==> src/rtl/tx_pll_pkg.sv <==
// Shared types and constants for the LVDS TX PLL supervisor.
package tx_pll_pkg;

  typedef enum logic [2:0] {
    StRstHold,
    StWaitLock,
    StRun,
    StDrpWr,
    StDrpWait,
    StFault
  } pll_state_e;

  localparam logic [7:0] DRP_ADDR_FBDIV = 8'h10;
  localparam logic [7:0] DRP_ADDR_C0DIV = 8'h20;
  localparam logic [7:0] DRP_ADDR_C2DIV = 8'h28;

  // Mode tables are packed with mode 0 in the least significant byte.
  function automatic logic [7:0] mode_byte(input logic [127:0] tbl, input int unsigned idx);
    return tbl[idx*8 +: 8];
  endfunction

endpackage

==> src/rtl/tx_pll_lock_filter.sv <==
// Lock synchroniser plus consecutive-lock qualification counter.
module tx_pll_lock_filter #(
  parameter int unsigned LOCK_STABLE = 256
) (
  input  logic refclk,
  input  logic reset,
  input  logic pll_lock,
  input  logic count_en,
  output logic lock_stable,
  output logic lock_lost
);

  localparam int unsigned CW = $clog2(LOCK_STABLE + 1);

  logic [1:0]    sync_q;
  logic [CW-1:0] cnt_q;

  always_ff @(posedge refclk) begin
    if (reset) begin
      sync_q <= '0;
      cnt_q  <= '0;
    end else begin
      sync_q <= {sync_q[0], pll_lock};
      if (!count_en || !sync_q[1]) begin
        cnt_q <= '0;
      end else if (cnt_q != CW'(LOCK_STABLE)) begin
        cnt_q <= cnt_q + 1'b1;
      end
    end
  end

  assign lock_stable = (cnt_q == CW'(LOCK_STABLE));
  assign lock_lost   = ~sync_q[1];

endmodule

==> src/rtl/tx_pll_mgr.sv <==
// TX PLL supervisor: reset sequencing, lock qualification with retries and
// run-time mode switching through three DRP divider writes.
module tx_pll_mgr #(
  parameter int unsigned              NUM_MODES    = 4,
  parameter int unsigned              MODE_W       = $clog2(NUM_MODES),
  parameter logic [NUM_MODES*8-1:0]   MODE_FBDIV   = {8'd60, 8'd45, 8'd40, 8'd50},
  parameter logic [NUM_MODES*8-1:0]   MODE_C0DIV   = {8'd4, 8'd5, 8'd10, 8'd7},
  parameter logic [NUM_MODES*8-1:0]   MODE_C2DIV   = {8'd4, 8'd5, 8'd10, 8'd7},
  parameter int unsigned              RST_CYCLES   = 16,
  parameter int unsigned              LOCK_STABLE  = 256,
  parameter int unsigned              LOCK_TIMEOUT = 65535,
  parameter int unsigned              MAX_RETRY    = 3,
  parameter int unsigned              DRP_TIMEOUT  = 64
) (
  input  logic              refclk,
  input  logic              reset,
  input  logic [MODE_W-1:0] mode_sel,
  input  logic              mode_req,
  input  logic              pll_lock,
  output logic              pll_reset,
  output logic              drp_sel,
  output logic              drp_wr,
  output logic [7:0]        drp_addr,
  output logic [7:0]        drp_wdata,
  input  logic              drp_rdy,
  input  logic              drp_err,
  output logic              ready,
  output logic              busy,
  output logic              err,
  output logic [MODE_W-1:0] cur_mode
);
  import tx_pll_pkg::*;

  localparam int unsigned RW = $clog2(MAX_RETRY + 1);

  pll_state_e        state_q;
  logic [31:0]       cnt_q;
  logic [RW-1:0]     retry_q;
  logic [1:0]        wr_idx_q;
  logic [MODE_W-1:0] pend_q, cur_mode_q;
  logic              err_q, pll_reset_q, ready_q, busy_q, drp_sel_q, drp_wr_q;
  logic [7:0]        drp_addr_q, drp_wdata_q;
  logic              lock_stable, lock_lost, mode_valid;

  tx_pll_lock_filter #(
    .LOCK_STABLE (LOCK_STABLE)
  ) u_lock_filter (
    .refclk      (refclk),
    .reset       (reset),
    .pll_lock    (pll_lock),
    .count_en    (state_q == StWaitLock),
    .lock_stable (lock_stable),
    .lock_lost   (lock_lost)
  );

  assign mode_valid = (32'(mode_sel) < NUM_MODES);

  always_ff @(posedge refclk) begin
    if (reset) begin
      state_q     <= StRstHold;
      cnt_q       <= '0;
      retry_q     <= '0;
      wr_idx_q    <= '0;
      pend_q      <= '0;
      cur_mode_q  <= '0;
      err_q       <= 1'b0;
      pll_reset_q <= 1'b1;
      ready_q     <= 1'b0;
      busy_q      <= 1'b1;
      drp_sel_q   <= 1'b0;
      drp_wr_q    <= 1'b0;
      drp_addr_q  <= '0;
      drp_wdata_q <= '0;
    end else begin
      drp_sel_q <= 1'b0;
      drp_wr_q  <= 1'b0;
      unique case (state_q)
        StRstHold: begin
          if (cnt_q == 32'(RST_CYCLES - 1)) begin
            state_q     <= StWaitLock;
            cnt_q       <= '0;
            pll_reset_q <= 1'b0;
          end else begin
            cnt_q <= cnt_q + 32'd1;
          end
        end
        StWaitLock: begin
          if (lock_stable) begin
            state_q <= StRun;
            retry_q <= '0;
            cnt_q   <= '0;
            ready_q <= 1'b1;
            busy_q  <= 1'b0;
          end else if (cnt_q == 32'(LOCK_TIMEOUT - 1)) begin
            cnt_q       <= '0;
            pll_reset_q <= 1'b1;
            if (retry_q < RW'(MAX_RETRY)) begin
              retry_q <= retry_q + 1'b1;
              state_q <= StRstHold;
            end else begin
              err_q   <= 1'b1;
              state_q <= StFault;
              busy_q  <= 1'b0;
            end
          end else begin
            cnt_q <= cnt_q + 32'd1;
          end
        end
        StRun: begin
          // Lock loss outranks a coincident mode request.
          if (lock_lost) begin
            state_q     <= StRstHold;
            cnt_q       <= '0;
            pll_reset_q <= 1'b1;
            ready_q     <= 1'b0;
            busy_q      <= 1'b1;
          end else if (mode_req && !mode_valid) begin
            err_q <= 1'b1;
          end else if (mode_req && mode_sel != cur_mode_q) begin
            state_q     <= StDrpWr;
            pend_q      <= mode_sel;
            wr_idx_q    <= '0;
            pll_reset_q <= 1'b1;
            ready_q     <= 1'b0;
            busy_q      <= 1'b1;
          end
        end
        StDrpWr: begin
          drp_sel_q <= 1'b1;
          drp_wr_q  <= 1'b1;
          state_q   <= StDrpWait;
          cnt_q     <= '0;
          unique case (wr_idx_q)
            2'd0: begin
              drp_addr_q  <= DRP_ADDR_FBDIV;
              drp_wdata_q <= mode_byte(128'(MODE_FBDIV), 32'(pend_q));
            end
            2'd1: begin
              drp_addr_q  <= DRP_ADDR_C0DIV;
              drp_wdata_q <= mode_byte(128'(MODE_C0DIV), 32'(pend_q));
            end
            default: begin
              drp_addr_q  <= DRP_ADDR_C2DIV;
              drp_wdata_q <= mode_byte(128'(MODE_C2DIV), 32'(pend_q));
            end
          endcase
        end
        StDrpWait: begin
          if ((drp_rdy && drp_err) || (!drp_rdy && cnt_q == 32'(DRP_TIMEOUT - 1))) begin
            err_q   <= 1'b1;
            state_q <= StFault;
            busy_q  <= 1'b0;
          end else if (drp_rdy && wr_idx_q == 2'd2) begin
            cur_mode_q <= pend_q;
            state_q    <= StRstHold;
            cnt_q      <= '0;
          end else if (drp_rdy) begin
            wr_idx_q <= wr_idx_q + 2'd1;
            state_q  <= StDrpWr;
          end else begin
            cnt_q <= cnt_q + 32'd1;
          end
        end
        StFault: begin
          if (mode_req && mode_valid) begin
            err_q    <= 1'b0;
            retry_q  <= '0;
            state_q  <= StDrpWr;
            pend_q   <= mode_sel;
            wr_idx_q <= '0;
            busy_q   <= 1'b1;
          end else if (mode_req) begin
            err_q <= 1'b1;
          end
        end
        default: begin
          state_q     <= StRstHold;
          cnt_q       <= '0;
          pll_reset_q <= 1'b1;
          ready_q     <= 1'b0;
          busy_q      <= 1'b1;
        end
      endcase
    end
  end

  assign pll_reset = pll_reset_q;
  assign drp_sel   = drp_sel_q;
  assign drp_wr    = drp_wr_q;
  assign drp_addr  = drp_addr_q;
  assign drp_wdata = drp_wdata_q;
  assign ready     = ready_q;
  assign busy      = busy_q;
  assign err       = err_q;
  assign cur_mode  = cur_mode_q;

endmodule

==> config.mk <==
export PLATFORM = sky130hd
export DESIGN_NAME = tx_pll_mgr
export DESIGN_NICKNAME = d
export VERILOG_FILES = /design/src/rtl/tx_pll_pkg.sv /design/src/rtl/tx_pll_lock_filter.sv /design/src/rtl/tx_pll_mgr.sv
export SDC_FILE = /design/constraint.sdc
export NUM_CORES = 1
export LEC_CHECK = 0
export BUFFER_PORTS_ARGS = -buffer_cell sky130_fd_sc_hd__buf_4
export CAP_MARGIN = 20
export CORE_ASPECT_RATIO = 0.5
export CORE_MARGIN = 2
export CORE_UTILIZATION = 60
export DETAILED_ROUTE_END_ITERATION = 6
export PLACE_DENSITY = 0.8
export SYNTH_ARGS = -nofsm -noshare
export SYNTH_HDL_FRONTEND = slang
export SYNTH_SLANG_ARGS = --single-unit
==> constraint.sdc <==
create_clock -name refclk -period 2.5 [get_ports refclk]
set_clock_uncertainty 0.1 [all_clocks]
set_input_delay 0.125 -clock refclk [delete_from_list [all_inputs] [get_ports refclk]]
set_output_delay 0.125 -clock refclk [all_outputs]
set_load 0.01 [all_outputs]
# After elaboration in Yosys (flattened, before gate mapping)
# Cells that the tools add are included.
[totals]
regBits = 75
latchBits = 0
mem_bits_rw = 0
rom_bits = 0
in_bits = 8
out_inout_bits = 24
n_memories = 0
[op_classes]
add_sub_neg = 4
n_mul = 0
div = 0
n_lt_le_gt_ge = 1
n_eq_ne = 32
n_shift = 2
n_mux = 59
bitwise_logic = 5
reduce_logical = 29
[op_table]
columns = ["operator", "count"]
rows = [
  ["$shiftx 128x6->8 const A", 2],
  ["$mux 32", 7],
  ["$pmux 32 s5", 1],
  ["$add 32x1->32 const B", 1],
  ["$eq 32x16->1 const B", 1],
  ["$eq 32x4->1 const B", 1],
  ["$eq 32x6->1 const B", 1],
  ["$mux 3", 10],
  ["$mux 2", 12],
  ["$ne 2x2->1 const B", 12],
  ["$mux 1", 19],
  ["$pmux 3 s6", 1],
  ["$ne 3x3->1 const B", 5],
  ["$pmux 6 s2", 1],
  ["$reduce_and 4->1", 3],
  ["$reduce_and 6->1", 2],
  ["$reduce_and 5->1", 2],
  ["$add 9x1->9 const B", 1],
  ["$eq 9x9->1 const B", 1],
  ["$ne 9x9->1 const B", 1],
  ["$mux 8", 1],
  ["$pmux 2 s2", 2],
  ["$reduce_and 7->1", 1],
  ["$eq 3x2->1 const B", 2],
  ["25 further kinds", 42],
]

# Longest topological paths before layout
# Gate-level depths: netlist (run 1).
[logic_depth]
word_depth = 5
ltp_mapped = 10
mapped_depth_nobuf = 8

# Modules after synthesis
# Synthesis (run 1) repeated with hierarchy kept, for this count alone.
[hier_totals]
cells_unflattened = 442
hier_area_um2 = 3587.2
[modules_own_cells]
columns = ["module", "instances", "cells_per_inst", "area_each_um2", "seq_area_each_um2"]
rows = [
  ["tx_pll_mgr", 1, 385, 3085.5, 1121.1],
  ["tx_pll_lock_filter", 1, 57, 501.7, 220.2],
]

# Worst setup path after synthesis (run 1)
# No wires, ideal clock.
[synth_path]
path_type = "register to register"
start = "register cnt_q[0]"
end = "register cnt_q[14]"
setup_ns = 0.066
arrival_ns = 2.073
path_slack_ns = 0.261
path_stages_with_launch = 10
path_buffers = 2
path_cell_list = "dfxtp_1 > ha_1 > and3_1 > buf_2 > nand4_2 > o31ai_4 > a21o_4 > buf_6 > or4_1 > a21oi_2"
[synth_between]
elab_chain_cells = 5
elab_cells_between_ends = 15
[synth_lines]
columns = ["item", "line", "text"]
rows = [
  ["from (decl)", "tx_pll_mgr.sv:37", "logic [31:0] cnt_q;"],
  ["from (signal assigned)", "tx_pll_mgr.sv:84", "cnt_q <= cnt_q + 32'd1;"],
  ["from (signal assigned)", "tx_pll_mgr.sv:106", "cnt_q <= cnt_q + 32'd1;"],
  ["from (signal assigned)", "tx_pll_mgr.sv:161", "cnt_q <= cnt_q + 32'd1;"],
  ["$add 32x1->32 or $eq 32x6->1 (tied branches)", "--", ""],
  ["$mux 32 or $logic_and 1x1->1 (tied branches)", "tx_pll_mgr.sv:157, tx_pll_mgr.sv:149", ""],
  ["$mux 32 or $logic_or 1x1->1 (tied branches)", "tx_pll_mgr.sv:153, tx_pll_mgr.sv:149", ""],
  ["$mux 32 or $ne 2x2->1 (tied branches)", "--", ""],
  ["$pmux 32 s5 or $reduce_and 4->1 (tied branches)", "--", ""],
]
# Several ways; a longest one is shown, not always the timed one. The select of a mux whose other input is x is not followed.
# A chain may end at the register's enable or synchronous reset.

# Final worst setup path (run 1)
[layout_path]
start = "register cnt_q[1]"
end = "register cnt_q[14]"
# The elaborated chain is that of the path after synthesis.

==> flow_summary.json, run 1 <==
{
  "p_clk_frac": 0.506,
  "h-tree-depth": 3,
  "powerDensity_nw_per_um2": 590.3,
  "cts.sinks": 67,
  "crit_family": "simple AND/OR/NAND/NOR gates",
  "critPathMaxStageDelay_ps": 540,
  "wl_per_cell_microns": 15.24,
  "fin_crit_sh": 0.9642,
  "cts_tree": "built",
  "wl_microns": 8549,
  "post_drt_via_cell_ratio": 6.030,
  "p_int_w": 0.002030,
  "combPwrFrac": 0.067,
  "postRouteAntennaNets": 0,
  "synth_seq_cells": 67,
  "worstSetupPathType": "flop to flop",
  "stdcell_area_sq_um": 4370,
  "synth_async_sr_flop_share": 0,
  "drcViolationCount": 0,
  "port_buffers": 24,
  "final_nets": 487,
  "n_antenna_cell": 0,
  "crit_chain": "ha_1, and3_2, nand4_4, o31ai_4, a21o_4, buf_12, or4_1, a21oi_2",
  "dr_total_vias": 3383,
  "rsz0062_at_grt": "false",
  "drtIter0Drc": 348,
  "worstHoldPathType": "primary input to flop",
  "relSlewSlack": 0.5611,
  "start_util": 0.6207,
  "power.leakage_nw": 1.553,
  "cts_made_buffers": 9,
  "post-route-min-period_ps": 2410,
  "netlist_instances": 442,
  "antenna_found_initial": 0,
  "pwr-share-seq": 0.427,
  "fp-row-count": 20,
  "grt_pass1_wl_microns": 13830,
  "ys.flop_type": "dfxtp_1",
  "core_area_sq_um": 6056,
  "netlist_area_sq_um": 3759,
  "drt_pass1_iterations": 5,
  "ir_drop_v": 0.0003246,
  "synth.top_cell.area_share": 0.3569,
  "placedCellCount": 543,
  "finalWeightedCongestion": 0.9886,
  "synth_edf_count": 0,
  "dieArea_sq_um": 6952,
  "yosysUniqueCellTypes": 66,
  "yosysWarnings": 0,
  "grt_max_degree": 34,
  "place_area_sq_um": 3993,
  "setup_tns_ps": 0,
  "final_common_cell": "dfxtp_1",
  "finalMaxSlewViolations": 0,
  "finalSetupViolations": 0,
  "tightest_slew_ps": 656.0,
  "crit_arrival_ps": 2580,
  "timing.final.hold_violations": 0,
  "area_growth_pct": 16.28,
  "fin_cells": 561,
  "worstSkewPairLatency_ps": 330,
  "drive_gt1_frac": 0.1924,
  "netlist_top_cells_area": "dfxtp_1, a21oi_1, nand2_1, nor2_1, ha_1",
  "grt_usage": 0.2558,
  "final_cell_mix": "dfxtp_1, buf_4, nand2_1, nor2_1, a21oi_1",
  "clock_path_buffers": 2,
  "clk_pin_slew_ps": 50,
  "die_h_microns": 59.97,
  "max_cap_violations": 0,
  "status": "finished clean",
  "synth_seq_area_share": 0.3569,
  "path_max_fanout": 28,
  "synth.avg_cell_area_sq_um": 8.504,
  "place_hpwl_microns": 6100,
  "worstSetupStartpointType": "flop",
  "switching_share": 0.2132,
  "grt_overflow": 0,
  "synth_top_cell_by_area": "dfxtp_1",
  "grt_pass1_vias": 3027,
  "io_pins": 32,
  "fmax_mhz": 414.9,
  "critPathBufInv": 1,
  "required_ps": 2670,
  "p_sw_w": 0.0005500,
  "cts_root_buf": "clkbuf_16",
  "die_w_microns": 115.9,
  "timing.critical_path.slowest_stage_cell": "or4_1",
  "cp-end-kind": "flop"
}
[layout make-up]
cell class | count | area [sq um]
multi-input combinational | 339 | 2212
fill | 459 | 1685
sequential | 67 | 1341
timing repair buffer | 43 | 359.1
clock buffer | 14 | 284.0
tap | 88 | 110.1
inverter | 9 | 33.78
clock inverter | 1 | 30.03
[registers in the layout (all words and copies together), names as in the netlist, 3 cells and up]
signal               count
cnt_q                   32
state_q                  3
u_lock_filter.cnt_q      9
drp_addr                 3
drp_wdata                5
[Yosys cell counts (all sizes together), types with 3 or more instances]
cell type   n
nand2      35
and2        7
xnor2       8
a211oi      6
inv         9
o21ai      21
xor2        8
nand3      22
nor4       10
and3       11
ha         10
o31ai      14
or4        11
dfxtp      67
or3        15
a21o        3
nor2b       9
buf        22
nor3        7
nand4      12
nand2b      4
mux2i       5
clkbuf     11
a21oi      40
and4        6
nor2       35
[through the flow]
stage	worst slack (ps)	total power (W)	utilization	hold slack, ps
2_1_floorplan	260.7	0.001246	-	153.2
6_report	89.51	0.002580	0.7217	83.83
3_5_place_dp	87.81	0.001285	0.6593	259.2
5_1_grt	2.717	0.002651	0.7217	102.5
4_1_cts	64.23	0.002597	0.7161	74.55
3_3_place_gp	128.7	0.001284	0.6593	254.0
[final timing paths]
| kind | startpoint | end | slack, ps | cells after the start |
|---|---|---|---|---|
| max | cnt_q[1]$_SDFFE_PP0P_ | cnt_q[14]$_SDFFE_PP0P_ | 90 | 8 |
| min | reset | drp_addr[3]$_SDFFE_PP0P_ | 80 | 2 |
| min reg2reg | u_lock_filter.sync_q[0]$_SDFF_PP0_ | u_lock_filter.sync_q[1]$_SDFF_PP0_ | 340 | 1 |
| max reg2reg | cnt_q[1]$_SDFFE_PP0P_ | cnt_q[14]$_SDFFE_PP0P_ | 90 | 8 |
[worst reg2reg max path: stages, from the launching register on]
cell and delay, ps:
dfxtp_1 360, ha_1 230, and3_2 280, nand4_4 120, o31ai_4 110, a21o_4 270
buf_12 170, or4_1 550, a21oi_2 150
[metal layers]
| metal | share of wire | up-vias | track usage |
|---|---|---|---|
| met4 | 0.0077 | 0 | 0.06973 |
| met2 | 0.48 | 119 | 0.4520 |
| li1 | - | 1668 | - |
| met5 | 0 | - | 0 |
| met1 | 0.44 | 1585 | 0.3064 |
| met3 | 0.070 | 11 | 0.08114 |
[kinds of logic (layout without fill, tap and decap cells)]
| family | count (synthesis) | after routing | share of synthesized area |
|---|---|---|---|
| adders and majority gates | 10 | 10 | 0.03329 |
| DFF | 67 | 67 | 0.3569 |
| buffers and inverters | 42 | 67 | 0.06857 |
| muxes | 7 | 7 | 0.01931 |
| other | 1 | 7 | 0.0009977 |
| xor gates and xnor gates | 16 | 16 | 0.03729 |
| AOI/OAI and AO/OA | 104 | 104 | 0.1921 |
| and+or+nand+nor | 195 | 195 | 0.2916 |
[power by group through the flow]
stage                     combinational, W  clock, W  sequential (W)
after floorplan                   0.000125         0         0.00112
after global placement            0.000161         0         0.00112
after detailed placement          0.000161         0         0.00112
after CTS                         0.000167   0.00133         0.00110
after global routing              0.000189   0.00136         0.00110
final                             0.000172   0.00131         0.00110
[what timing repair did]
action,in CTS,in global routing
buffers inserted,0,0
gates resized for setup,0,6
endpoints found under the hold margin,3,0
hold buffers,3,0
endpoints found under the setup margin,0,32
(Power assumes the default switching activity.)
==> inputs of run 2 (changes only) <==
==> constraint.sdc (replaced) <==
create_clock -name refclk -period 2.5 [get_ports refclk]
set_clock_uncertainty 0.1 [all_clocks]
set_input_delay 0.25 -clock refclk [delete_from_list [all_inputs] [get_ports refclk]]
set_output_delay 0.25 -clock refclk [all_outputs]
set_load 0.01 [all_outputs]
==> flow_summary.json, run 2 (same netlist as run 1, synthesis figures left out) <==
{
  "cts_made_buffers": 9,
  "port_buffers": 24,
  "power.leakage_nw": 1.541,
  "powerDensity_nw_per_um2": 593.1,
  "die_w_microns": 115.9,
  "status": "finished clean",
  "required_ps": 2670,
  "grt_pass1_vias": 3015,
  "n_antenna_cell": 0,
  "ir_drop_v": 0.0003246,
  "setup_tns_ps": 0,
  "antenna_found_initial": 0,
  "grt_usage": 0.2549,
  "n_fill_cell": 462,
  "fp-row-count": 20,
  "reg2reg_slack_ps": 90,
  "die_h_microns": 59.97,
  "place_hpwl_microns": 6100,
  "hold_ws_ps": 42.48,
  "post_cts_buffers": 0,
  "min-delay-start": "pll_lock",
  "r2r_end": "cnt_q[14]$_SDFFE_PP0P_",
  "min_to": "u_lock_filter.sync_q[0]$_SDFF_PP0_",
  "h-tree-depth": 3,
  "clk_pin_slew_ps": 50,
  "cp-end-kind": "flop",
  "drt_pass1_iterations": 5,
  "dr_total_vias": 3374,
  "max_cap_violations": 0,
  "multi_input_area_sq_um": 2212,
  "largest_reg_flops": 32,
  "dieArea_sq_um": 6952,
  "cts.sinks": 67,
  "drive_gt1_frac": 0.1936,
  "timing.final.hold_violations": 0,
  "final_nets": 484,
  "post_drt_via_cell_ratio": 6.047,
  "path_max_fanout": 28,
  "start_util": 0.6207,
  "cts_tree": "built",
  "cts_root_buf": "clkbuf_16",
  "whs_path_depth": 2,
  "fmax_mhz": 415.0,
  "core_area_sq_um": 6056,
  "tightest_slew_ps": 657.9,
  "drcViolationCount": 0,
  "cts_resized": 0,
  "finalWeightedCongestion": 0.9886,
  "wl_per_cell_microns": 15.21,
  "post-route-min-period_ps": 2410,
  "reg2regPathDepth": 8,
  "grt_pass1_wl_microns": 13790,
  "grt_overflow": 0,
  "clock_path_buffers": 2,
  "worstSetupStartpointType": "flop",
  "relSlewSlack": 0.5598,
  "final_cell_mix": "dfxtp_1, buf_4, nand2_1, nor2_1, a21oi_1",
  "worstSetupPathType": "flop to flop",
  "fin_crit_sh": 0.9640,
  "io_pins": 32,
  "cts_hold_buf": 0,
  "postRouteAntennaNets": 0,
  "reg2reg_from": "cnt_q[1]$_SDFFE_PP0P_",
  "seqCellArea_sq_um": 1341,
  "grt_max_degree": 34,
  "final_common_cell": "dfxtp_1",
  "rsz0062_at_grt": "false",
  "area_growth_pct": 15.48,
  "worstSkewPairLatency_ps": 330,
  "finalSetupViolations": 0,
  "crit_arrival_ps": 2580,
  "finalMaxSlewViolations": 0,
  "largest_register": "cnt_q",
  "worstHoldPathType": "primary input to flop",
  "drtIter0Drc": 336,
  "wl_microns": 8487
}
[run 2: worst max-delay path, stage by stage, from the launching register on]
cell and delay [ps]:
dfxtp_1 360, ha_1 230, and3_2 290, nand4_4 120, o31ai_4 110, a21o_4 270, buf_12 160, or4_1 540
a21oi_2 150
[run 2: layer usage]
| metal | track usage | routed length (microns) | vias up |
|---|---|---|---|
| met2 | 0.4486 | 4063 | 119 |
| met3 | 0.08114 | 547 | 16 |
| met5 | 0 | 0 | - |
| met1 | 0.3064 | 3787 | 1580 |
| met4 | 0.06973 | 89 | 0 |
| li1 | - | - | 1659 |
[run 2: cell type report]
cell class / count / area share
clock buffers: 14 / 0.06544
clock inverters: 1 / 0.006918
inverters: 9 / 0.007783
multi-input cells: 339 / 0.5097
flip-flops and latches: 67 / 0.3090
well taps: 88 / 0.02537
repair buffers: 40 / 0.07581
[run 2: metrics by stage]
stage,std cells,cell area (sq um),util,total power [W],worst slack [ps]
after floorplan,448,3781,-,0.001246,260.7
after global placement,543,3993,0.6593,0.001284,128.7
after detailed placement,543,3993,0.6593,0.001285,87.81
after CTS,558,4307,0.7112,0.002593,64.23
after global routing,558,4340,0.7167,0.002647,2.717
final,558,4340,0.7167,0.002574,90.07
[run 2: worst max-delay path by stage]
stage | end | start | cells past startpoint | slack [ps]
2_1_floorplan | cnt_q[14]$_SDFFE_PP0P_ | cnt_q[0]$_SDFFE_PP0P_ | 9 | 260
3_3_place_gp | cnt_q[24]$_SDFFE_PP0P_ | cnt_q[1]$_SDFFE_PP0P_ | 8 | 130
3_5_place_dp | busy$_SDFFE_PP1P_ | cnt_q[1]$_SDFFE_PP0P_ | 7 | 90
4_1_cts | cnt_q[26]$_SDFFE_PP0P_ | cnt_q[1]$_SDFFE_PP0P_ | 8 | 60
5_1_grt | cnt_q[21]$_SDFFE_PP0P_ | cnt_q[1]$_SDFFE_PP0P_ | 8 | 3
6_report | cnt_q[14]$_SDFFE_PP0P_ | cnt_q[1]$_SDFFE_PP0P_ | 8 | 90
[run 2: report_power, final]
part,leakage (nW),internal (W),switching [W]
sequential,0.541,0.00109,0.0000167
clock,0.155,0.000875,0.000430
combinational,0.845,0.0000674,0.000101
